==> src/rtl/sd_pkg.sv <==
// Shared constants and types for the SD SPI-mode controller blocks.
package sd_pkg;

    localparam logic [5:0]  CMD17       = 6'd17;
    localparam logic [7:0]  START_TOKEN = 8'hFE;
    localparam int          FRAME_W     = 48;
    localparam int          BLOCK_LEN   = 512;
    localparam logic [15:0] CRC16_POLY  = 16'h1021;

    localparam logic [1:0] ERR_NONE       = 2'd0;
    localparam logic [1:0] ERR_R1_TIMEOUT = 2'd1;
    localparam logic [1:0] ERR_R1_NONZERO = 2'd2;
    localparam logic [1:0] ERR_TOKEN      = 2'd3;

    typedef enum logic [2:0] {
        ST_IDLE    = 3'd0,
        ST_CMD     = 3'd1,
        ST_R1WAIT  = 3'd2,
        ST_TOKEN   = 3'd3,
        ST_DATA    = 3'd4,
        ST_CRC     = 3'd5,
        ST_RELEASE = 3'd6
    } state_t;

    // Command frame: start bits 01, index, argument, and a dummy 0xFF
    // trailer (CRC7 is ignored by cards in SPI mode once CMD0/CMD8 are done).
    function automatic logic [47:0] cmd_frame(input logic [5:0] idx, input logic [31:0] arg);
        return {2'b01, idx, arg, 8'hFF};
    endfunction

endpackage

==> src/rtl/sd_crc16.sv <==
// Serial CRC16-CCITT (poly 0x1021, init 0), one bit per clock, MSB first.
module sd_crc16
    import sd_pkg::*;
(
    input  logic        i_clk,
    input  logic        i_rst,
    input  logic        i_clr,
    input  logic        i_en,
    input  logic        i_bit,
    output logic [15:0] o_crc
);

    logic [15:0] r_crc;
    logic        w_fb;

    assign w_fb  = r_crc[15] ^ i_bit;
    assign o_crc = r_crc;

    // Shift one received bit through the LFSR when enabled.
    always_ff @(posedge i_clk) begin
        if (i_rst || i_clr) begin
            r_crc <= 16'h0000;
        end else if (i_en) begin
            r_crc <= {r_crc[14:0], 1'b0} ^ (w_fb ? CRC16_POLY : 16'h0000);
        end
    end

endmodule

==> src/rtl/sd_sector_read.sv <==
// Single-block SPI-mode sector read engine (CMD17 -> R1 -> token -> 512 bytes -> CRC16).
// Optional: define SD_RD_CRC16_EN to check the trailing CRC16 against the data.
//
// state   | meaning
// IDLE    | bus released, waiting for rd_req & init_ok
// CMD     | shifting the 48-bit CMD17 frame out on MOSI
// R1WAIT  | hunting for the R1 start bit, then capturing 8 bits
// TOKEN   | bitwise search of MISO for the start token or an error token
// DATA    | 4096 data bits, one rd_valid strobe per byte
// CRC     | 16 trailing CRC bits consumed (and checked when enabled)
// RELEASE | CSn high with MOSI high for DUMMY_CLKS clocks, then rd_done
module sd_sector_read
    import sd_pkg::*;
#(
    parameter int NCR_MAX       = 64,
    parameter int TOKEN_TIMEOUT = 65535,
    parameter int DUMMY_CLKS    = 8
) (
    input  logic        SD_CK,
    input  logic        rst,
    input  logic        init_ok,
    input  logic        rd_req,
    input  logic [31:0] sec_addr,
    output logic        rd_busy,
    output logic [7:0]  rd_data,
    output logic        rd_valid,
    output logic [8:0]  rd_index,
    output logic        rd_done,
    output logic        rd_err,
    output logic [1:0]  err_code,
    input  logic        SD_MISO,
    output logic        SD_MOSI,
    output logic        SD_CSn
);

    localparam logic [8:0] LAST_IDX = 9'(BLOCK_LEN - 1);

    state_t      r_state, w_state_nxt;
    logic [47:0] r_frame;
    logic [15:0] r_cnt;
    logic [2:0]  r_bit;
    logic        r_r1_cap;
    logic        r_full;
    logic [7:0]  r_shift;
    logic [8:0]  r_idx;
    logic [1:0]  r_err_pend;
    logic        r_busy, r_valid, r_done, r_err;
    logic [7:0]  r_data;
    logic [8:0]  r_index;
    logic [1:0]  r_err_code;
    logic        r_mosi, r_csn;

    logic [7:0]  w_sh;
    logic        w_accept;
    logic        w_tok_eval;
    logic        w_err_set;
    logic [1:0]  w_err_val;
    logic        w_crc_bad;
    logic        w_mosi, w_csn;

    assign w_sh       = {r_shift[6:0], SD_MISO};
    assign w_accept   = (r_state == ST_IDLE) && rd_req && init_ok;
    // The token window is only judged once 8 fresh bits have arrived, so the
    // tail of R1 can never be mistaken for an error token.
    assign w_tok_eval = r_full || (r_bit == 3'd0);

`ifdef SD_RD_CRC16_EN
    logic [15:0] r_crc_rx;
    logic [15:0] w_crc_calc;

    sd_crc16 u_crc (
        .i_clk (SD_CK),
        .i_rst (rst),
        .i_clr (w_accept),
        .i_en  (r_state == ST_DATA),
        .i_bit (SD_MISO),
        .o_crc (w_crc_calc)
    );

    // Collect the received CRC16 while in CRC state.
    always_ff @(posedge SD_CK) begin
        if (rst) begin
            r_crc_rx <= 16'h0000;
        end else if (r_state == ST_CRC) begin
            r_crc_rx <= {r_crc_rx[14:0], SD_MISO};
        end
    end

    assign w_crc_bad = ({r_crc_rx[14:0], SD_MISO} != w_crc_calc);
`else
    assign w_crc_bad = 1'b0;
`endif

    // State register.
    always_ff @(posedge SD_CK) begin
        if (rst) begin
            r_state <= ST_IDLE;
        end else begin
            r_state <= w_state_nxt;
        end
    end

    // Next-state decode and error classification.
    always_comb begin
        w_state_nxt = r_state;
        w_err_set   = 1'b0;
        w_err_val   = ERR_NONE;
        case (r_state)
            ST_IDLE: begin
                if (w_accept) w_state_nxt = ST_CMD;
            end
            ST_CMD: begin
                if (r_cnt == 16'd0) w_state_nxt = ST_R1WAIT;
            end
            ST_R1WAIT: begin
                if (r_r1_cap) begin
                    if (r_bit == 3'd0) begin
                        if (w_sh == 8'h00) begin
                            w_state_nxt = ST_TOKEN;
                        end else begin
                            w_state_nxt = ST_RELEASE;
                            w_err_set   = 1'b1;
                            w_err_val   = ERR_R1_NONZERO;
                        end
                    end
                end else if (SD_MISO && (r_cnt == 16'd0)) begin
                    w_state_nxt = ST_RELEASE;
                    w_err_set   = 1'b1;
                    w_err_val   = ERR_R1_TIMEOUT;
                end
            end
            ST_TOKEN: begin
                if (w_tok_eval && (w_sh == START_TOKEN)) begin
                    w_state_nxt = ST_DATA;
                end else if ((w_tok_eval && (w_sh[7:5] == 3'b000)) || (r_cnt == 16'd0)) begin
                    w_state_nxt = ST_RELEASE;
                    w_err_set   = 1'b1;
                    w_err_val   = ERR_TOKEN;
                end
            end
            ST_DATA: begin
                if ((r_bit == 3'd0) && (r_idx == LAST_IDX)) w_state_nxt = ST_CRC;
            end
            ST_CRC: begin
                if (r_cnt == 16'd0) begin
                    w_state_nxt = ST_RELEASE;
                    if (w_crc_bad) begin
                        w_err_set = 1'b1;
                        w_err_val = ERR_TOKEN;
                    end
                end
            end
            ST_RELEASE: begin
                if (r_cnt == 16'd0) w_state_nxt = ST_IDLE;
            end
            default: w_state_nxt = ST_IDLE;
        endcase
    end

    // Datapath: per-state shifting/counting, then counter loads on state entry.
    always_ff @(posedge SD_CK) begin
        if (rst) begin
            r_frame    <= 48'hFFFF_FFFF_FFFF;
            r_cnt      <= 16'd0;
            r_bit      <= 3'd0;
            r_r1_cap   <= 1'b0;
            r_full     <= 1'b0;
            r_shift    <= 8'hFF;
            r_idx      <= 9'd0;
            r_err_pend <= ERR_NONE;
            r_busy     <= 1'b0;
            r_valid    <= 1'b0;
            r_done     <= 1'b0;
            r_err      <= 1'b0;
            r_data     <= 8'h00;
            r_index    <= 9'd0;
            r_err_code <= ERR_NONE;
        end else begin
            r_valid <= 1'b0;
            r_done  <= 1'b0;

            case (r_state)
                ST_CMD: begin
                    r_frame <= {r_frame[46:0], 1'b1};
                    if (r_cnt != 16'd0) r_cnt <= r_cnt - 16'd1;
                end
                ST_R1WAIT: begin
                    if (r_r1_cap) begin
                        r_shift <= w_sh;
                        r_bit   <= r_bit - 3'd1;
                    end else if (!SD_MISO) begin
                        r_r1_cap <= 1'b1;
                        r_shift  <= w_sh;
                        r_bit    <= 3'd6;
                    end else if (r_cnt != 16'd0) begin
                        r_cnt <= r_cnt - 16'd1;
                    end
                end
                ST_TOKEN: begin
                    r_shift <= w_sh;
                    if (r_bit == 3'd0) r_full <= 1'b1;
                    else               r_bit  <= r_bit - 3'd1;
                    if (r_cnt != 16'd0) r_cnt <= r_cnt - 16'd1;
                end
                ST_DATA: begin
                    r_shift <= w_sh;
                    r_bit   <= r_bit - 3'd1;
                    if (r_bit == 3'd0) begin
                        r_data  <= w_sh;
                        r_valid <= 1'b1;
                        r_index <= r_idx;
                        if (r_idx != LAST_IDX) r_idx <= r_idx + 9'd1;
                    end
                end
                ST_CRC, ST_RELEASE: begin
                    if (r_cnt != 16'd0) r_cnt <= r_cnt - 16'd1;
                end
                default: ;
            endcase

            if (w_err_set) r_err_pend <= w_err_val;

            if (w_state_nxt != r_state) begin
                case (w_state_nxt)
                    ST_CMD: begin
                        r_frame    <= cmd_frame(CMD17, sec_addr);
                        r_cnt      <= 16'(FRAME_W - 1);
                        r_busy     <= 1'b1;
                        r_err_pend <= ERR_NONE;
                    end
                    ST_R1WAIT: begin
                        // Start bit may arrive on clock NCR_MAX at the latest.
                        r_cnt    <= 16'(NCR_MAX - 1);
                        r_r1_cap <= 1'b0;
                    end
                    ST_TOKEN: begin
                        r_cnt  <= 16'(TOKEN_TIMEOUT - 1);
                        r_bit  <= 3'd7;
                        r_full <= 1'b0;
                    end
                    ST_DATA: begin
                        r_bit <= 3'd7;
                        r_idx <= 9'd0;
                    end
                    ST_CRC: begin
                        r_cnt <= 16'd15;
                    end
                    ST_RELEASE: begin
                        r_cnt <= 16'(DUMMY_CLKS - 1);
                    end
                    ST_IDLE: begin
                        r_busy     <= 1'b0;
                        r_done     <= 1'b1;
                        r_err      <= (r_err_pend != ERR_NONE);
                        r_err_code <= r_err_pend;
                    end
                    default: ;
                endcase
            end
        end
    end

    assign w_mosi = (r_state == ST_CMD) ? r_frame[47] : 1'b1;
    assign w_csn  = (r_state == ST_IDLE) || (r_state == ST_RELEASE);

    // Launch MOSI/CSn on the falling edge so the card sees them settled at the next rise.
    always_ff @(negedge SD_CK) begin
        if (rst) begin
            r_mosi <= 1'b1;
            r_csn  <= 1'b1;
        end else begin
            r_mosi <= w_mosi;
            r_csn  <= w_csn;
        end
    end

    assign rd_busy  = r_busy;
    assign rd_data  = r_data;
    assign rd_valid = r_valid;
    assign rd_index = r_index;
    assign rd_done  = r_done;
    assign rd_err   = r_err;
    assign err_code = r_err_code;
    assign SD_MOSI  = r_mosi;
    assign SD_CSn   = r_csn;

endmodule

==> config.mk <==
export PLATFORM = sky130hd
export DESIGN_NAME = sd_sector_read
export DESIGN_NICKNAME = d
export VERILOG_FILES = /design/src/rtl/sd_pkg.sv /design/src/rtl/sd_crc16.sv /design/src/rtl/sd_sector_read.sv
export SDC_FILE = /design/constraint.sdc
export NUM_CORES = 1
export LEC_CHECK = 0
export CORE_ASPECT_RATIO = 1.75
export CORE_UTILIZATION = 56
export DETAILED_ROUTE_END_ITERATION = 8
export PLACE_DENSITY = 0.84
export SLEW_MARGIN = 20
export SYNTH_ARGS = -nofsm -noshare
export SYNTH_HDL_FRONTEND = slang
export SYNTH_SLANG_ARGS = --single-unit
==> constraint.sdc <==
create_clock -name SD_CK -period 3.7 [get_ports SD_CK]
set_clock_uncertainty 0.1 [all_clocks]
set_input_delay 0.74 -clock SD_CK [delete_from_list [all_inputs] [get_ports SD_CK]]
set_output_delay 0.74 -clock SD_CK [all_outputs]
set_load 0.05 [all_outputs]
==> metrics.txt <==
outcome=finished, final reports clean; antenna cells=0; Hold Path Class=reg2reg; r2r endpoint=SD_MOSI$_SDFF_NP1_; Seq/Total Area, Yosys=43.8%; syn nets=between 700 and 800; ranking of synthesized cells by area=dfxtp_1 44%, nand2_1 12%, nor2_1 4.3%; initial antenna violation count=0; reg2reg setup slack=0.46 ns; Switching Share=between 30% and 40%; Syn Inst Count=roughly 700; PortBufs=slightly above 60; # IOs=62; # setup viols final=0; Max-Slew Margin vs Limit=43.5%; row cnt=46; first-pass GRT wire length=~21 mm; Total Power=between 6 and 7 mW; Setup crit end=SD_MOSI; number of synthesized flops with an enable pin=0; setup TNS=0 ns; most common cell after layout, fill and taps aside=nand2_1; CTS sink cnt=115; crit path max fanout=1; vias in the first global route=~4,800; CP Capture Type=output pin; Total Wirelength=approximately 13 mm; post-synth top area share=43.8%; Die Width=75.3 microns; largest net degree at the start of global routing=66; r2r worst-path depth=3; TritonCTS clock tree=done; DR iter-0 viols=358; post-route ant nets=0; most frequent cells in the layout=175 x nand2_1, 115 x dfxtp_1, 60 x nor2_1, 59 x clkdlybuf4s50_1, 42 x o21ai_0; DR vias/cell=approximately 5.7; Syn Std Cell Area=5260 sq um; YS warnings=0; Max Root-Sink Buffers=2; critical path, cell by cell=buf_12; Worst-Margin Slew=approximately 0.84 ns; Clk pwr share=a little over a quarter; share of total power in combinational logic=between 40% and 50%; Worst path top cell family by delay=flip-flops; area growth from synthesis to final layout=27.2%; Main synth FF type=dfxtp_1; Unique masters post-synth=54; effective utilization at floorplan=roughly 58%; Worst R2R Start=r_state[0]$_SDFF_PP0_; CP Depth=1; top sig layer=met4; peak supply drop=0.714 mV; Mean Syn Cell Area=slightly below 8 sq um; Leak=between 2 and 3 nW; worst skew pair latency=between 0.4 and 0.5 ns; vias after detailed routing=between 5,000 and 6,000; Net Switching=2.33 mW; HPWL after detailed placement=roughly 8.5 mm; CP required=around 2.9 ns; Post-synth ARST share=0%; die area=roughly 9800 sq um; nets@finish=roughly 800; cts repair resizes=0; CP Launch Type=register; Critical Path Start=SD_MOSI$_SDFF_NP1_; cell taking the most area after synthesis=dfxtp_1; CTS Buf Count=17; WL met2=roughly 7 mm; gr ovfl total=0; Seq pwr share=roughly 30%; core area=just over 9000 sq um; Final Hold Viols=0; Buf+Inv Stages, Crit Path=1; Clk pin slew, worst setup/hold paths=roughly 0.05 ns; wire length on met3=around 550 microns; slowest stage delay, CP=around 0.37 ns; Pwr Density=between 900 and 1000 nW/um^2; crit path max-delay cell type=dfxtp_1; RSZ-0062 raised after global routing=false; # Post-CTS Setup Buffers=0; Die Y=around 130 microns; DRC errors left=0; first drt pass iteration count=5; CP arrival=2.80 ns; Slew Limit Fails=0; DR WL/cell=14.4 microns; H-tree depth=4; GRT Util Overall=between 20 and 30%; wire length on met1=slightly below 5 mm; Hold Buf Count CTS=0; root buf cell=clkbuf_16; Yosys reg bits=115; P_int=roughly 3.8 mW; Crit Path Class=reg2out; share of cells above drive strength 1=under 10%; Placer Congestion=a little under 0.9; MaxCap Viol Count=0
-- cells in the mapped netlist, types with 12 or more instances --
master      n
a21oi_1    37
and3_1     33
clkbuf_1   34
dfxtp_1   115
inv_1      14
mux2i_1    12
nand2_1   175
nand3_1    17
nor2_1     60
nor3_1     14
o21ai_0    42
o21ai_1    12
-- per-stage QoR --
step                util [%]  std cells  cell area, sq um  setup WS (ns)  hold WS (ns)
global placement        67.0        852              6090         0.0624         0.336
finish                  73.5        885              6690         0.0571         0.346
detailed placement      67.0        852              6090         0.0295         0.331
CTS                     73.5        885              6690         0.0439         0.348
global route            73.5        885              6690         0.0160         0.356
floorplan                  -        684              5260          0.183         0.315
-- registers in the layout, indices dropped and copies added, names as in the netlist, 3 cells and up --
name,count
r_bit,3
r_cnt,16
r_frame,48
r_idx,9
r_shift,7
r_state,3
rd_data,8
rd_index,9
-- logic make-up after synthesis --
kind of cell    count (synthesis)  share of synthesized area, %
simple gates                  350                          31.0
buf+inv                        55                          4.24
fa+ha+maj                       8                          1.90
flops                         115                          43.8
mux                            12                          2.28
xor+xnor                       16                          2.66
compound gates                128                          14.2
-- layout make-up --
cell class,instances,area [sq um]
clock buffers,23,488
clock inverters,11,110
fillers,692,2410
inverters,14,52.6
multi-input cells,514,2740
flip-flops and latches,115,2300
well taps,120,150
repair buffers,88,846
-- layer usage --
metal  track usage [%]  up-vias
li1                  -     2468
met1              30.3     2371
met2              47.6      177
met3              7.26       45
met4              16.4        0
met5                 0        -
-- power by group through the flow --
stage	logic, mW	clock network [mW]	registers (mW)
5_1_grt	2.92	1.70	1.89
6_report	2.63	1.62	1.85
4_1_cts	2.62	1.64	1.85
3_5_place_dp	2.57	0.00508	1.87
2_1_floorplan	1.83	0.00508	1.91
3_3_place_gp	2.51	0.00508	1.85
-- how the worst min path moves through the flow --
stage,slack (ns),cells past startpoint,endpoint,from
final,0.35,1,r_frame[0]$_SDFF_PP1_,r_frame[0]$_SDFF_PP1_
after detailed placement,0.33,1,r_frame[0]$_SDFF_PP1_,r_frame[0]$_SDFF_PP1_
after CTS,0.35,1,r_frame[0]$_SDFF_PP1_,r_frame[0]$_SDFF_PP1_
after floorplan,0.32,1,r_frame[0]$_SDFF_PP1_,r_frame[0]$_SDFF_PP1_
after global placement,0.34,1,r_frame[0]$_SDFF_PP1_,r_frame[0]$_SDFF_PP1_
after global routing,0.36,1,r_frame[0]$_SDFF_PP1_,r_frame[0]$_SDFF_PP1_
No activity file was read; power rests on OpenSTA's default activity.
